File: src/rtl/dds_sweep_controller.sv
// dds_sweep_controller
//   Steps the DDS frequency control word (fsw) from a start value to a stop
//   value in fixed increments. Each value is held for a programmable dwell.
//   For every point, the output frequency is computed as
//   freq = fsw * ACC_CLK_HZ >> TABLE_SIZE_LOG2, using one shift-add cycle
//   per fsw bit.
//
// Ports
//   clk, rst      : clock, asynchronous active-high reset
//   start         : one-cycle pulse; begins a sweep when idle
//   stop          : aborts a sweep in progress (wins over start)
//   continuous    : 0 = single sweep, 1 = wrap to fsw_start forever
//   fsw_start/stop/step, dwell : sweep configuration, sampled at start
//   fsw, fsw_valid             : control word to the phase accumulator
//   freq_hz, freq_valid        : computed frequency for the display
//   busy, done, cfg_err        : status
module dds_sweep_controller #(
  parameter int ACC_CLK_HZ      = 10000,
  parameter int TABLE_SIZE_LOG2 = 8,
  parameter int DWELL_W         = 16
) (
  input  logic               clk,
  input  logic               rst,
  input  logic               start,
  input  logic               stop,
  input  logic               continuous,
  input  logic [7:0]         fsw_start,
  input  logic [7:0]         fsw_stop,
  input  logic [7:0]         fsw_step,
  input  logic [DWELL_W-1:0] dwell,
  output logic [7:0]         fsw,
  output logic               fsw_valid,
  output logic [13:0]        freq_hz,
  output logic               freq_valid,
  output logic               busy,
  output logic               done,
  output logic               cfg_err
);

  localparam logic [13:0] K = 14'(ACC_CLK_HZ);

  typedef enum logic [2:0] {
    S_IDLE, S_LOAD, S_CALC, S_DWELL, S_STEP, S_DONE
  } state_t;

  state_t             state_reg, state_next;
  logic [7:0]         cur_reg, cur_next;
  logic [7:0]         first_reg, first_next;
  logic [7:0]         last_reg, last_next;
  logic [7:0]         step_reg, step_next;
  logic [DWELL_W-1:0] dwell_reg, dwell_next;
  logic               cont_reg, cont_next;
  logic [21:0]        acc_reg, acc_next;
  logic [2:0]         bit_reg, bit_next;
  logic [DWELL_W-1:0] cnt_reg, cnt_next;
  logic [7:0]         fsw_reg, fsw_next;
  logic [13:0]        freq_reg, freq_next;
  logic               fsw_valid_reg, fsw_valid_next;
  logic               freq_valid_reg, freq_valid_next;
  logic               done_reg, done_next;
  logic               cfg_err_reg, cfg_err_next;

  // Multiplier constant pre-shifted for each fsw bit position.
  logic [21:0] addend [8];
  genvar gi;
  generate
    for (gi = 0; gi < 8; gi++) begin : g_addend
      assign addend[gi] = 22'(K) << gi;
    end
  endgenerate

  logic        cfg_ok;
  logic [21:0] sum;
  logic [8:0]  step_sum;

  assign cfg_ok = (fsw_start != 8'd0) && (fsw_step != 8'd0) &&
                  (fsw_start <= 8'd127) && (fsw_stop <= 8'd127) &&
                  (fsw_start <= fsw_stop);

  assign sum      = acc_reg + (cur_reg[bit_reg] ? addend[bit_reg] : 22'd0);
  // Nine bits, so that cur + step cannot wrap past the stop bound.
  assign step_sum = {1'b0, cur_reg} + {1'b0, step_reg};

  always_comb begin
    state_next      = state_reg;
    cur_next        = cur_reg;
    first_next      = first_reg;
    last_next       = last_reg;
    step_next       = step_reg;
    dwell_next      = dwell_reg;
    cont_next       = cont_reg;
    acc_next        = acc_reg;
    bit_next        = bit_reg;
    cnt_next        = cnt_reg;
    fsw_next        = fsw_reg;
    freq_next       = freq_reg;
    fsw_valid_next  = 1'b0;
    freq_valid_next = 1'b0;
    done_next       = 1'b0;
    cfg_err_next    = 1'b0;

    if (state_reg == S_IDLE) begin
      if (!stop && start) begin
        if (cfg_ok) begin
          cur_next   = fsw_start;
          first_next = fsw_start;
          last_next  = fsw_stop;
          step_next  = fsw_step;
          // A dwell of zero still holds the point for one cycle.
          dwell_next = (dwell == '0) ? DWELL_W'(1) : dwell;
          cont_next  = continuous;
          state_next = S_LOAD;
        end else begin
          cfg_err_next = 1'b1;
        end
      end
    end else if (stop) begin
      // Abort: outputs hold, and any partial product is simply dropped.
      state_next = S_IDLE;
    end else begin
      case (state_reg)
        S_LOAD: begin
          fsw_next       = cur_reg;
          fsw_valid_next = 1'b1;
          acc_next       = 22'd0;
          bit_next       = 3'd0;
          state_next     = S_CALC;
        end
        S_CALC: begin
          acc_next = sum;
          bit_next = bit_reg + 3'd1;
          if (bit_reg == 3'd7) begin
            freq_next       = 14'(sum >> TABLE_SIZE_LOG2);
            freq_valid_next = 1'b1;
            cnt_next        = dwell_reg;
            state_next      = S_DWELL;
          end
        end
        S_DWELL: begin
          if (cnt_reg == DWELL_W'(1)) begin
            state_next = S_STEP;
          end else begin
            cnt_next = cnt_reg - DWELL_W'(1);
          end
        end
        S_STEP: begin
          if (step_sum <= {1'b0, last_reg}) begin
            cur_next   = step_sum[7:0];
            state_next = S_LOAD;
          end else if (cont_reg) begin
            cur_next   = first_reg;
            state_next = S_LOAD;
          end else begin
            state_next = S_DONE;
          end
        end
        S_DONE: begin
          done_next  = 1'b1;
          state_next = S_IDLE;
        end
        default: state_next = S_IDLE;
      endcase
    end
  end

  always_ff @(posedge clk or posedge rst) begin
    if (rst) begin
      state_reg      <= S_IDLE;
      cur_reg        <= 8'd0;
      first_reg      <= 8'd0;
      last_reg       <= 8'd0;
      step_reg       <= 8'd0;
      dwell_reg      <= '0;
      cont_reg       <= 1'b0;
      acc_reg        <= 22'd0;
      bit_reg        <= 3'd0;
      cnt_reg        <= '0;
      fsw_reg        <= 8'd0;
      freq_reg       <= 14'd0;
      fsw_valid_reg  <= 1'b0;
      freq_valid_reg <= 1'b0;
      done_reg       <= 1'b0;
      cfg_err_reg    <= 1'b0;
    end else begin
      state_reg      <= state_next;
      cur_reg        <= cur_next;
      first_reg      <= first_next;
      last_reg       <= last_next;
      step_reg       <= step_next;
      dwell_reg      <= dwell_next;
      cont_reg       <= cont_next;
      acc_reg        <= acc_next;
      bit_reg        <= bit_next;
      cnt_reg        <= cnt_next;
      fsw_reg        <= fsw_next;
      freq_reg       <= freq_next;
      fsw_valid_reg  <= fsw_valid_next;
      freq_valid_reg <= freq_valid_next;
      done_reg       <= done_next;
      cfg_err_reg    <= cfg_err_next;
    end
  end

  assign fsw        = fsw_reg;
  assign fsw_valid  = fsw_valid_reg;
  assign freq_hz    = freq_reg;
  assign freq_valid = freq_valid_reg;
  assign busy       = (state_reg != S_IDLE);
  assign done       = done_reg;
  assign cfg_err    = cfg_err_reg;

endmodule
File: config.mk
export PLATFORM = sky130hd
export DESIGN_NAME = dds_sweep_controller
export DESIGN_NICKNAME = d
export VERILOG_FILES = /design/src/rtl/dds_sweep_controller.sv
export SDC_FILE = /design/constraint.sdc
export NUM_CORES = 1
export LEC_CHECK = 0
export CORE_MARGIN = 3
export CORE_UTILIZATION = 40
export CTS_CLUSTER_SIZE = 8
export DETAILED_ROUTE_END_ITERATION = 10
export GPL_TIMING_DRIVEN = 0
export PLACE_DENSITY = 0.63
export SETUP_SLACK_MARGIN = 0.1
export SYNTH_ARGS = -nofsm -noshare
export SYNTH_HDL_FRONTEND = slang
export SYNTH_SLANG_ARGS = --single-unit
File: constraint.sdc
create_clock -name clk -period 5 [get_ports clk]
set_clock_uncertainty 0.1 [all_clocks]
set_input_delay 0.5 -clock clk [delete_from_list [all_inputs] [get_ports clk]]
set_output_delay 0.5 -clock clk [all_outputs]
set_load 0.02 [all_outputs]
# Yosys cells after proc, flatten, opt, wreduce, memory -nomap -nowiden
# Memory sizes are Yosys's and may differ from the RTL's.
# Cells that the tools add are included.
# totals
n_memories,1
rom_bits,176
regBits,119
inputBits,45
# classes
n_eq_ne,14
reduce_logical,22
muxes,40
addsub,4
n_bitwise,3
order_cmp,6
# memory_table
name,depth,width,read_ports,rd_ports_with_merged_regs,wr,line,text
(no name shown),8,22,1,0,0,80,assign sum = acc_reg + (cur_reg[bit_reg] ? addend[bit_reg] : 22'd0);
# op_table
cell,count
22-bit two-way mux,3
8-bit two-way mux,7
16-bit two-way mux,3
22-bit one-hot mux with 2 select lines,1
16-bit one-hot mux with 2 select lines,1
3-bit two-way mux,8
22-bit adder,1
16-bit by 1-bit equality test with 1-bit output (second input constant),1
8-bit by 7-bit <= comparator with 1-bit output (second input constant),2
16-bit zero test,1
8-bit nonzero test,2
16-bit by 1-bit subtractor with 16-bit output (second input constant),1
1-bit two-way mux,14
3-bit one-hot mux with 4 select lines,1
5-bit AND reduction,2
8-bit by 8-bit adder with 9-bit output,1
3-bit equality test (second input constant),3
9-bit by 8-bit <= comparator with 1-bit output,1
3-bit AND reduction,3
8-bit <= comparator,1
4-bit inequality test (second input constant),2
4-bit AND reduction,2
3-bit by 2-bit equality test with 1-bit output (second input constant),2
2-bit inequality test (second input constant),3
14 further kinds,23

# Depth between registers and ports, before layout
# Gate-level depths: netlist (run 1).
# logic_depth
word_depth,8
ltp_mapped,14
mapped_depth_nobuf,14

# Least setup slack after synthesis (run 1)
# No wires, ideal clock.
# synth_timing
kind,flip-flop to flip-flop
startpoint,register bit_reg[0]
endpoint,"register freq_reg[12], in the netlist freq_hz[12]"
slack_ns,1.457
stages_incl_launch_ff,13
path_buffers,1
period_less_slack_ns,3.543
arrival_ns,3.378
required_time_ns,4.835
path_cell_list,dfrtp_1 -> buf_2 -> mux4_2 -> and2_1 -> or3_1 -> and2_1 -> ha_1 -> a21o_1 -> a21oi_1 -> a211oi_1 -> or4_1 -> o2111ai_1 -> mux2_2
# synth_between
elab_chain_cells,6
word_cells_on_any_way,10
cone_classes,add/sub: 1; eq/ne: 1; mux: 5; bitwise: 1; reduce/logical: 1; memory: 1
# synth_rtl
element,line,text
from (decl),54,"logic [2:0] bit_reg, bit_next;"
from (signal assigned),193,bit_reg <= bit_next;
3-bit inverter with 4-bit output (not written as such),80,
memory read 8 x 22 bit,--,
22-bit two-way mux (not written as such) (2 in a row),80,
22-bit two-way mux,80,
22-bit adder,80,
to (signal assigned),196,freq_reg <= freq_next;
to (decl),57,"logic [13:0] freq_reg, freq_next;"
# Parallel ways exist; a longest one is shown, timed or not. The select of a mux whose other input is x is not followed.
# A chain may end at the register's enable or synchronous reset.

# Final worst setup path (run 1)
# Same ends and word-level chain as after synthesis.

==> results of run 1 <==
==> Yosys cell counts, drive strengths merged, types with 3 or more instances <==
library cell | n | share of area, %
dfrtp | 115 | 40
o21ai | 65 | 4.6
mux2 | 54 | 8.8
nor2 | 51 | 2.7
ha | 49 | 8.6
a21oi | 44 | 3.3
nand2 | 44 | 2.3
inv | 38 | 2.0
nor3 | 27 | 2.3
a22o | 14 | 1.7
clkbuf | 14 | 0.74
buf | 13 | 1.2
nor2b | 12 | 1.2
nor4 | 12 | 1.3
nand4 | 11 | 0.97
a211oi | 10 | 1.4
a31oi | 9 | 0.79
and3 | 9 | 0.86
and2 | 8 | 0.70
mux2i | 8 | 1.1
nand3 | 8 | 0.56
xnor2 | 8 | 0.98
a21o | 7 | 0.74
a22oi | 7 | 0.74
nand2b | 7 | 0.61
o211ai | 7 | 1.1
or3 | 7 | 0.61
o21a | 6 | 0.63
o2bb2ai | 5 | 0.61
xor2 | 5 | 0.61
o211a | 4 | 0.56
o31ai | 4 | 0.49
a211o | 3 | 0.37
o2111a | 3 | 0.49
o2111ai | 3 | 0.37
or2 | 3 | 0.26
or4 | 3 | 0.37
==> report_power, final <==
| part | total (mW) | internal, mW | switching [mW] |
|---|---|---|---|
| Combinational | 2.03 | 0.870 | 1.16 |
| Clock | 1.27 | 0.811 | 0.457 |
| Sequential | 1.34 | 1.16 | 0.179 |
==> placed cells by master, fill, tap and decap left out, types with 14 or more instances in the layout <==
master and instances:
dfrtp_1 115, nor2_1 51, a22o_1 14, o21ai_0 43
ha_1 49, a21oi_1 43, clkdlybuf4s50_1 70, o21ai_1 21
clkbuf_16 17, nand2_1 44, inv_1 37, clkbuf_1 15
mux2_2 49, nor3_1 23
==> kinds of logic (layout without fill, tap and decap cells) <==
kind of cell               Yosys count  count (layout)  synth area share [%]
xor gates and xnor gates            13              13                  1.60
muxes                               63              63                  10.2
AOI/OAI and AO/OA                  204             204                  19.5
DFF                                115             115                  40.4
buffers and inverters               66             169                  3.95
adders and majority gates           51              51                  9.17
and+or+nand+nor                    206             206                  15.1
==> worst reg2reg max path: cells and delay by family (launching register included) <==
kind / cells / cell delay (ns)
compound gates: 4 / 0.79
buf+inv: 1 / 0.23
mux: 2 / 0.76
simple gates: 4 / 1.38
fa+ha+maj: 1 / 0.34
flops: 1 / 0.37
==> through the flow <==
| step | hold slack [ns] | power [mW] | util (%) | area, µm² | std cells |
|---|---|---|---|---|---|
| after global placement | 0.365 | 3.34 | 46.7 | 8100 | 1013 |
| final | 0.381 | 4.64 | 50.4 | 8750 | 1046 |
| after global routing | 0.426 | 4.99 | 50.4 | 8750 | 1046 |
| after detailed placement | 0.379 | 3.36 | 46.9 | 8140 | 1014 |
| after CTS | 0.391 | 4.66 | 50.4 | 8750 | 1046 |
| after floorplan | 0.355 | 2.82 | - | 7120 | 718 |
==> layout make-up <==
| type | instances | area, µm² | area share [%] |
|---|---|---|---|
| Inverter | 39 | 151 | 1.73 |
| Multi-Input combinational cell | 537 | 3960 | 45.3 |
| Tap cell | 225 | 282 | 3.22 |
| Timing Repair Buffer | 71 | 728 | 8.32 |
| Buffer | 27 | 135 | 1.54 |
| Sequential cell | 115 | 2880 | 32.9 |
| Clock buffer | 20 | 457 | 5.22 |
| Clock inverter | 12 | 155 | 1.77 |
==> worst min path at each step <==
| stage | end | from | depth (start not counted) | slack (ns) |
|---|---|---|---|---|
| floorplan | acc_reg[12] | acc_reg[12] | 2 | 0.36 |
| global placement | freq_hz[3] | freq_hz[3] | 2 | 0.37 |
| detailed placement | freq_hz[4] | freq_hz[4] | 2 | 0.38 |
| CTS | acc_reg[7] | acc_reg[7] | 2 | 0.39 |
| global route | dwell_reg[9] | rst | 2 | 0.43 |
| finish | freq_hz[4] | freq_hz[4] | 2 | 0.38 |
==> layer usage <==
| layer | vias to the layer above | share of wire [%] | track usage (%) |
|---|---|---|---|
| li1 | 2846 | - | - |
| met1 | 2746 | 49 | 26.2 |
| met2 | 114 | 46 | 29.0 |
| met3 | 15 | 3.7 | 3.92 |
| met4 | 0 | 1.2 | 4.69 |
| met5 | - | 0 | 0 |
==> summary.md, run 1 <==
| Metric | Value |
|---|---|
| Final nets | `904` |
| Vias in the first global route | `5605` |
| Number of cells on the critical path | `12` |
| Critical Path Sink Type | `flop` |
| Worst EP required | `5.26 ns` |
| Post-place setup slack | `1.01 ns` |
| Io pins | `72` |
| Sequential share of the synthesized area | `40.4%` |
| Fin Setup TNS | `0 ns` |
| All-Layer GR Usage | `18.5%` |
| CTS tree | `built` |
| Total gr overflow | `0` |
| Fill cell count | `1642` |
| RePlAce Congestion | `0.858` |
| Period Utilization, post-route | `80.3%` |
| Hold-fix buffers, CTS | `0` |
| Slowest CP cell | `mux4_2` |
| Ys async rst share | `100%` |
| Setup CP Type | `flop to flop` |
| Final hold vios | `0` |
| Area growth, synth to finish | `22.8%` |
| CTS max path bufs | `2` |
| Port bufs | `70` |
| Largest net degree at the start of global routing | `67` |
| Synth Area per Inst | `9.92 µm²` |
| Vias | `5721` |
| Post-CTS Setup Bufs | `0` |
| Worst Path Max Fanout | `8` |
| Antenna cells | `0` |
| Post-DP HPWL | `12700 µm` |
| Routed len/inst | `16.6 µm` |
| Fmax | `0.249 GHz` |
| Post_cts resized | `0` |
| Die Height | `139 µm` |
| Post-synth EDFFs | `0` |
| FF-to-FF End | `freq_hz[12]` |
| R2R cell count | `12` |
| Chip width | `139 µm` |
| Netlist Area Pre-Place | `7120 µm²` |
| Peak VDD IR | `0.000280 V` |
| Drt first pass iters | `6` |
| H-tree levels | `4` |
| Critical path endpoint | `freq_hz[12]` |
| Net count after synthesis | `814` |
| Yosys cell types | `70` |
| Vias per Instance | `5.47` |
| Antenna violations before repair | `0` |
| Slew at the pin with the worst max-slew slack | `0.702 ns` |
| Layout cell share with drive strength beyond 1 | `14.5%` |
| Die area | `19400 µm²` |
| Max Cap Violations | `0` |
| Critical path's largest stage delay | `0.54 ns` |
| Status | `finished, final reports clean` |
| Power density cells | `530 nW/µm²` |
| Post-synthesis register bit count | `115` |
| Worst-skew pair later-pin latency | `0.42 ns` |
| Row cnt | `48` |
| Top_reg_cell synth | `dfrtp_1` |
| Synth warnings | `0` |
| Arr. time, crit path | `4.27 ns` |
| Final setup fails | `0` |
| DRT iter0 DRCs | `287` |
| Min-Delay Path Class | `flop to flop` |
| First-pass GRT wire length | `29300 µm` |
| Final Routed Wirelength | `17300 µm` |
| Largest register FFs | `18` |
| Core Region | `17400 µm²` |
| Num CTS Buffers | `17` |
| LEAKAGE | `3.88 nW` |
| Setup crit start | `bit_reg[0]` |
| Initial Util | `41.0%` |
| Sink Count | `115` |
| Startpoint Class | `flop` |
| Clock root cell | `clkbuf_16` |
| Reg-to-reg setup timing slack | `0.98 ns` |
| Critical R2R Launch | `bit_reg[0]` |
| CP bufs+invs | `1` |
| Fin. max-slew vios | `0` |
| Fin crit period | `4.02 ns` |
| Crit-path cells | `buf_2, mux4_2, and2_1, or3_1, and2_1, ha_1, a21o_1, a21oi_1, a211oi_1, or4_1, o2111ai_1, mux2_2` |
| Worst Slack Setup Final | `0.983 ns` |
| RSZ-0062 raised after global routing | `false` |
| Slew headroom | `52.9%` |
| Clock transition at the registers of the reported paths | `0.06 ns` |
| Cells after Synth | `718` |
| Critical path's top delay family | `simple AND/OR/NAND/NOR gates` |
| Post-DRT Antenna Nets | `0` |
| Most frequent CP cell | `and2_1` |
| DRC Markers | `0` |
(Power assumes the default switching activity.)
==> run 2: changes to the inputs <==
--- a/config.mk
+++ b/config.mk
@@ -10,7 +10,7 @@
 export CTS_CLUSTER_SIZE = 8
 export DETAILED_ROUTE_END_ITERATION = 10
 export GPL_TIMING_DRIVEN = 0
-export PLACE_DENSITY = 0.63
+export PLACE_DENSITY = 0.66
 export SETUP_SLACK_MARGIN = 0.1
 export SYNTH_ARGS = -nofsm -noshare
 export SYNTH_HDL_FRONTEND = slang
==> constraint.sdc (replaced) <==
create_clock -name clk -period 3.6 [get_ports clk]
set_clock_uncertainty 0.1 [all_clocks]
set_input_delay 0.36 -clock clk [delete_from_list [all_inputs] [get_ports clk]]
set_output_delay 0.36 -clock clk [all_outputs]
set_load 0.02 [all_outputs]
==> summary.md, run 2 (synthesis gave the netlist of run 1 again) <==
| Metric | Value |
|---|---|
| Drt first pass iters | `5 (-1)` |
| Clock transition at the registers of the reported paths | `0.06 ns (about the same)` |
| Post-DP HPWL | `13200 µm (+3.9%)` |
| Power density cells | `768 nW/µm² (+45%)` |
| Switching share of power | `39.9% (+1.1 points)` |
| Total gr overflow | `0 (unchanged)` |
| Sequential share of power | `26.4% (-2.5 points)` |
| Setup CP Type | `flop to flop` |
| Worst-skew pair later-pin latency | `0.42 ns (about the same)` |
| Post-place setup slack | `-0.426 ns (-1.43 ns)` |
| Final setup fails | `1 (+1)` |
| Slowest CP cell | `mux4_2` |
| Largest net degree at the start of global routing | `33 (-51%)` |
| RePlAce Congestion | `0.891 (+3.8%)` |
| Post-DRT Antenna Nets | `0 (unchanged)` |
| Port bufs | `70 (unchanged)` |
| Clock network fraction of total power | `24.1% (-3.2 points)` |
| Final nets | `925 (+2.3%)` |
| H-tree levels | `4 (unchanged)` |
| Post-layout util | `53.1% (+2.7 points)` |
| All-Layer GR Usage | `18.9% (+0.39 points)` |
| Commonest cells after routing, fill and taps aside | `115 x dfrtp_1, 70 x clkdlybuf4s50_1, 49 x nor2_1` |
| CP bufs+invs | `1 (unchanged)` |
| Fmax | `0.278 GHz (+12%)` |
| Fin crit period | `3.60 ns (-0.415 ns)` |
| Layout cell share with drive strength beyond 1 | `22.1% (+7.6 points)` |
| Antenna violations before repair | `0 (unchanged)` |
| DRT iter0 DRCs | `342 (+19%)` |
| Routed len/inst | `17.0 µm (+2.7%)` |
| Clock root cell | `clkbuf_16` |
| Commonest non-fill, non-tap cell in the layout | `dfrtp_1` |
| Largest register FFs | `18 (unchanged)` |
| Initial Util | `41.0% (unchanged)` |
| RSZ-0062 raised after global routing | `true` |
| Min Hold Slack | `0.281 ns (-0.101 ns)` |
| Crit-path cells | `buf_6, mux4_2, and2_4, or3_4, and2_1, ha_4, nand4b_1, a21oi_1, o221ai_2, xnor2_1, mux2_2` |
| Critical path's largest stage delay | `0.52 ns (-0.02 ns)` |
| Worst Slack Setup Final | `-0.00116 ns (-0.985 ns)` |
| Antenna cells | `0 (unchanged)` |
| Num CTS Buffers | `17 (unchanged)` |
| Final Routed Wirelength | `18200 µm (+4.7%)` |
| Int Pwr | `4.26 mW (+50%)` |
| Period Utilization, post-route | `100% (+20 points)` |
| Chip width | `139 µm (unchanged)` |
| Status | `finished with violations` |
| Area growth, synth to finish | `29.5%` |
| CTS max path bufs | `2 (unchanged)` |
| Fin. max-slew vios | `0 (unchanged)` |
| Vias | `5921 (+3.5%)` |
| Vias in the first global route | `5860 (+4.5%)` |
| Arr. time, crit path | `3.81 ns (-0.46 ns)` |
| Critical path's top delay family | `simple AND/OR/NAND/NOR gates` |
| Total power | `7.08 mW (+53%)` |
| Slew headroom | `51.5% (-1.4 points)` |
| Die Height | `139 µm (unchanged)` |
| CTS tree | `built` |
| Peak VDD IR | `0.000433 V (+55%)` |
| Vias per Instance | `5.55 (+1.5%)` |
| Switching power | `2.82 mW (+57%)` |
| Critical Path Sink Type | `flop` |
| Min-Delay Path Class | `input pin to asynchronous set/reset pin` |
| Startpoint Class | `flop` |
| Worst Path Max Fanout | `4 (-4)` |
| Sink Count | `115 (unchanged)` |
| Failing checks | `negative setup slack` |
| Row cnt | `48 (unchanged)` |
| DRC Markers | `0 (unchanged)` |
| Max Cap Violations | `0 (unchanged)` |
| Slew at the pin with the worst max-slew slack | `0.723 ns (+0.0208 ns)` |
| Die area | `19400 µm² (unchanged)` |
| Worst EP required | `3.81 ns (-1.45 ns)` |
| Final hold vios | `0 (unchanged)` |
| First-pass GRT wire length | `29800 µm (+1.8%)` |
| Core Region | `17400 µm² (unchanged)` |
| Share of total power in combinational logic | `49.5% (+5.7 points)` |
| Io pins | `72 (unchanged)` |
| LEAKAGE | `4.02 nW (+3.6%)` |
-- run 2: changes by cell type in the layout (fill, tap and decap cells not counted), sizes merged --
cell,previous run,this run
buf,14,35
bufinv,3,1
clkbuf,34,31
clkinv,7,3
inv,39,48
-- run 2: worst paths after layout --
kind	from	to	slack, ns	depth (start not counted)
min in group clk	stop	state_reg[0]	0.31	2
min	rst	freq_valid	0.28	2
max reg2reg	bit_reg[0]	freq_hz[10]	-0.001	11
min reg2reg	freq_hz[4]	freq_hz[4]	0.37	2
max	bit_reg[0]	freq_hz[10]	-0.001	11
max in group asynchronous	rst	step_reg[0]	2.32	4
-- run 2: what timing repair did --
item                       in CTS  in global routing
buffers inserted               14                  5
hold buffers                    0                  0
gates resized for setup        26                 32
pin swaps                      10                 26
setup endpoints to repair      32                 28
-- run 2: cell type report --
| type | count | area (µm²) |
|---|---|---|
| buffer | 27 | 149 |
| clock buffer | 17 | 425 |
| clock inverter | 15 | 160 |
| fill | 1563 | 8140 |
| inverter | 39 | 150 |
| multi-input combinational | 537 | 4250 |
| sequential | 115 | 2880 |
| tap | 225 | 282 |
| timing repair buffer | 92 | 920 |
-- run 2: power by group through the flow --
stage	Clock, mW	Sequential (mW)	Combinational, mW
after detailed placement	0	1.87	2.88
after global placement	0	1.87	2.82
after CTS	1.74	1.86	3.27
final	1.71	1.87	3.50
after global routing	1.80	1.91	3.83
after floorplan	0	1.84	2.15
-- run 2: through the flow --
stage                     cell area [µm²]   TNS, ns  cells
final                                9220  -0.00116   1067
after global placement               8140     -4.80   1013
after floorplan                      7160         0    718
after global routing                 9220    -0.334   1067
after CTS                            9030         0   1062
after detailed placement             8200     -6.50   1016
-- run 2: layer usage --
layer	GRT usage [%]	share of wire, %
met5	0	0
met2	30.9	49
met4	5.15	1.1
met3	4.60	3.6
met1	25.1	46
==> run 3: changes to the inputs <==
--- a/config.mk
+++ b/config.mk
@@ -10,6 +10,7 @@
 export CTS_CLUSTER_SIZE = 8
 export DETAILED_ROUTE_END_ITERATION = 10
 export GPL_TIMING_DRIVEN = 0
+export MAX_ROUTING_LAYER = met4
 export PLACE_DENSITY = 0.66
 export SETUP_SLACK_MARGIN = 0.1
 export SYNTH_ARGS = -nofsm -noshare
==> summary.md, run 3 (synthesis gave the netlist of run 1 again) <==
| Metric | Value |
|---|---|
| Status | `finished, final reports clean` |
| Critical path's largest stage delay | `0.52 ns (about the same)` |
| Setup CP Type | `flop to flop` |
| Clock root cell | `clkbuf_16` |
| Routed len/inst | `17.0 µm (about the same)` |
| Clock transition at the registers of the reported paths | `0.06 ns (about the same)` |
| Core Region | `17400 µm² (unchanged)` |
| Fmax | `0.279 GHz (+0.51%)` |
| CTS max path bufs | `2 (unchanged)` |
| Vias in the first global route | `5850 (-0.17%)` |
| Final setup fails | `0 (-1)` |
| CTS tree | `built` |
| Commonest non-fill, non-tap cell in the layout | `dfrtp_1` |
| Largest net degree at the start of global routing | `33 (unchanged)` |
| Post-DRT Antenna Nets | `0 (unchanged)` |
| DRC Markers | `0 (unchanged)` |
| DRT iter0 DRCs | `320 (-6.4%)` |
| Vias per Instance | `5.54 (-0.20%)` |
| Area growth, synth to finish | `29.5% (unchanged)` |
| Fin Setup TNS | `0 ns (+0.00116 ns)` |
| Die Height | `139 µm (unchanged)` |
| Min Hold Slack | `0.276 ns (-0.00463 ns)` |
| Antenna violations before repair | `0 (unchanged)` |
| Chip width | `139 µm (unchanged)` |
| Slowest CP cell | `mux4_2` |
| LEAKAGE | `4.02 nW (unchanged)` |
| Final hold vios | `0 (unchanged)` |
| Total gr overflow | `0 (unchanged)` |
| Sink Count | `115 (unchanged)` |
| R2R cell count | `11 (unchanged)` |
| Worst EP required | `3.81 ns (about the same)` |
| H-tree levels | `4 (unchanged)` |
| Crit-path cells | `buf_6, mux4_2, and2_4, or3_4, and2_1, ha_4, nand4b_1, a21oi_1, o221ai_2, xnor2_1, mux2_2` |
| Port bufs | `70 (unchanged)` |
| Total power | `7.08 mW (about the same)` |
| Hold-fix buffers, CTS | `0 (unchanged)` |
| Fin crit period | `3.58 ns (-0.0183 ns)` |
| Startpoint Class | `flop` |
| Min-Delay Path Class | `input pin to asynchronous set/reset pin` |
| Critical Path Sink Type | `flop` |
| Fill cell count | `1563 (unchanged)` |
| Post-DP HPWL | `13200 µm (unchanged)` |
| Drt first pass iters | `5 (unchanged)` |
| Initial Util | `41.0% (unchanged)` |
| Row cnt | `48 (unchanged)` |
| Largest register FFs | `18 (unchanged)` |
| Io pins | `72 (unchanged)` |
| Final nets | `925 (unchanged)` |
| All-Layer GR Usage | `19.5% (+0.57 points)` |
| RePlAce Congestion | `0.906 (+1.7%)` |
| Setup crit start | `bit_reg[0]` |
| Layout cell share with drive strength beyond 1 | `22.1% (unchanged)` |
| Vias | `5909 (-0.20%)` |
| Worst-skew pair later-pin latency | `0.43 ns (about the same)` |
| Max Cap Violations | `0 (unchanged)` |
| Peak VDD IR | `0.000432 V (-0.43%)` |
| First-pass GRT wire length | `29900 µm (+0.16%)` |
| Post-layout util | `53.1% (unchanged)` |
| Period Utilization, post-route | `99.5% (-0.51 points)` |
| Critical R2R Launch | `bit_reg[0]` |
| Worst Path Max Fanout | `4 (unchanged)` |
| Slew at the pin with the worst max-slew slack | `0.706 ns (-0.0172 ns)` |
| Slew headroom | `52.5% (+0.98 points)` |
| Final Routed Wirelength | `18200 µm (about the same)` |
| Num CTS Buffers | `17 (unchanged)` |
| Die area | `19400 µm² (unchanged)` |
| Commonest cells after routing, fill and taps aside | `115 x dfrtp_1, 70 x clkdlybuf4s50_1, 49 x nor2_1` |
| Power density cells | `768 nW/µm² (about the same)` |
| Arr. time, crit path | `3.79 ns (-0.02 ns)` |
| Antenna cells | `0 (unchanged)` |
| Fin. max-slew vios | `0 (unchanged)` |
| RSZ-0062 raised after global routing | `true` |
[run 3: cell counts in the layout (fill, tap and decap cells not counted)]
No cell type changed its count.
[run 3: final cells by class]
class,count,area [µm²],share of cell area [%]
plain buffers,27,149,1.62
clock buffers,17,425,4.62
clock inverters,15,160,1.74
inverters,39,150,1.63
multi-input cells,537,4250,46.2
flip-flops and latches,115,2880,31.2
well taps,225,282,3.05
repair buffers,92,920,9.98
[run 3: critical path, delay by kind of cell, from the launching register on]
| kind | cells | cell delay, ns |
|---|---|---|
| xor gates and xnor gates | 1 | 0.18 |
| adders and majority gates | 1 | 0.29 |
| and+or+nand+nor | 4 | 1.07 |
| buffers and inverters | 1 | 0.13 |
| DFF | 1 | 0.38 |
| muxes | 2 | 0.79 |
| AOI/OAI and AO/OA | 2 | 0.53 |
[run 3: what timing repair did]
item                                    4_1_cts  5_1_grt
endpoints found under the setup margin       32       28
cloned                                        0        0
pin swaps                                    10       25
resized for setup                            26       32
setup buffers                                14        5
[run 3: worst paths after layout]
path	slack, ns	endpoint
worst max-delay path	0.02	freq_hz[10]
worst min register to register	0.37	freq_hz[4]
max in group asynchronous	2.32	step_reg[0]
worst min-delay path	0.28	freq_valid
min in group clk	0.32	state_reg[0]
worst max register to register	0.02	freq_hz[10]
[run 3: per-layer routing]
| metal | global-route usage, % | share of wire (%) | wire (µm) | vias to the layer above |
|---|---|---|---|---|
| met3 | 4.33 | 3.9 | 711 | 19 |
| met1 | 25.3 | 46 | 8420 | 2893 |
| met5 | - | 0 | 0 | - |
| li1 | - | - | - | 2880 |
| met2 | 30.9 | 49 | 8820 | 117 |
| met4 | 5.30 | 1.2 | 222 | 0 |
[run 3: power breakdown]
| group | total, mW | internal (mW) | switching [mW] |
|---|---|---|---|
| clock | 1.71 | 0.984 | 0.723 |
| combinational | 3.50 | 1.66 | 1.84 |
| sequential | 1.87 | 1.61 | 0.264 |
| total | 7.08 | 4.26 | 2.82 |
[run 3: stage by stage]
step	instance area (µm²)	setup WS [ns]	std cells
after floorplan	7160	0.101	718
after global placement	8140	-0.303	1013
after detailed placement	8200	-0.426	1016
after CTS	9030	0.0922	1062
after global routing	9220	-0.0419	1067
final	9220	0.0171	1067
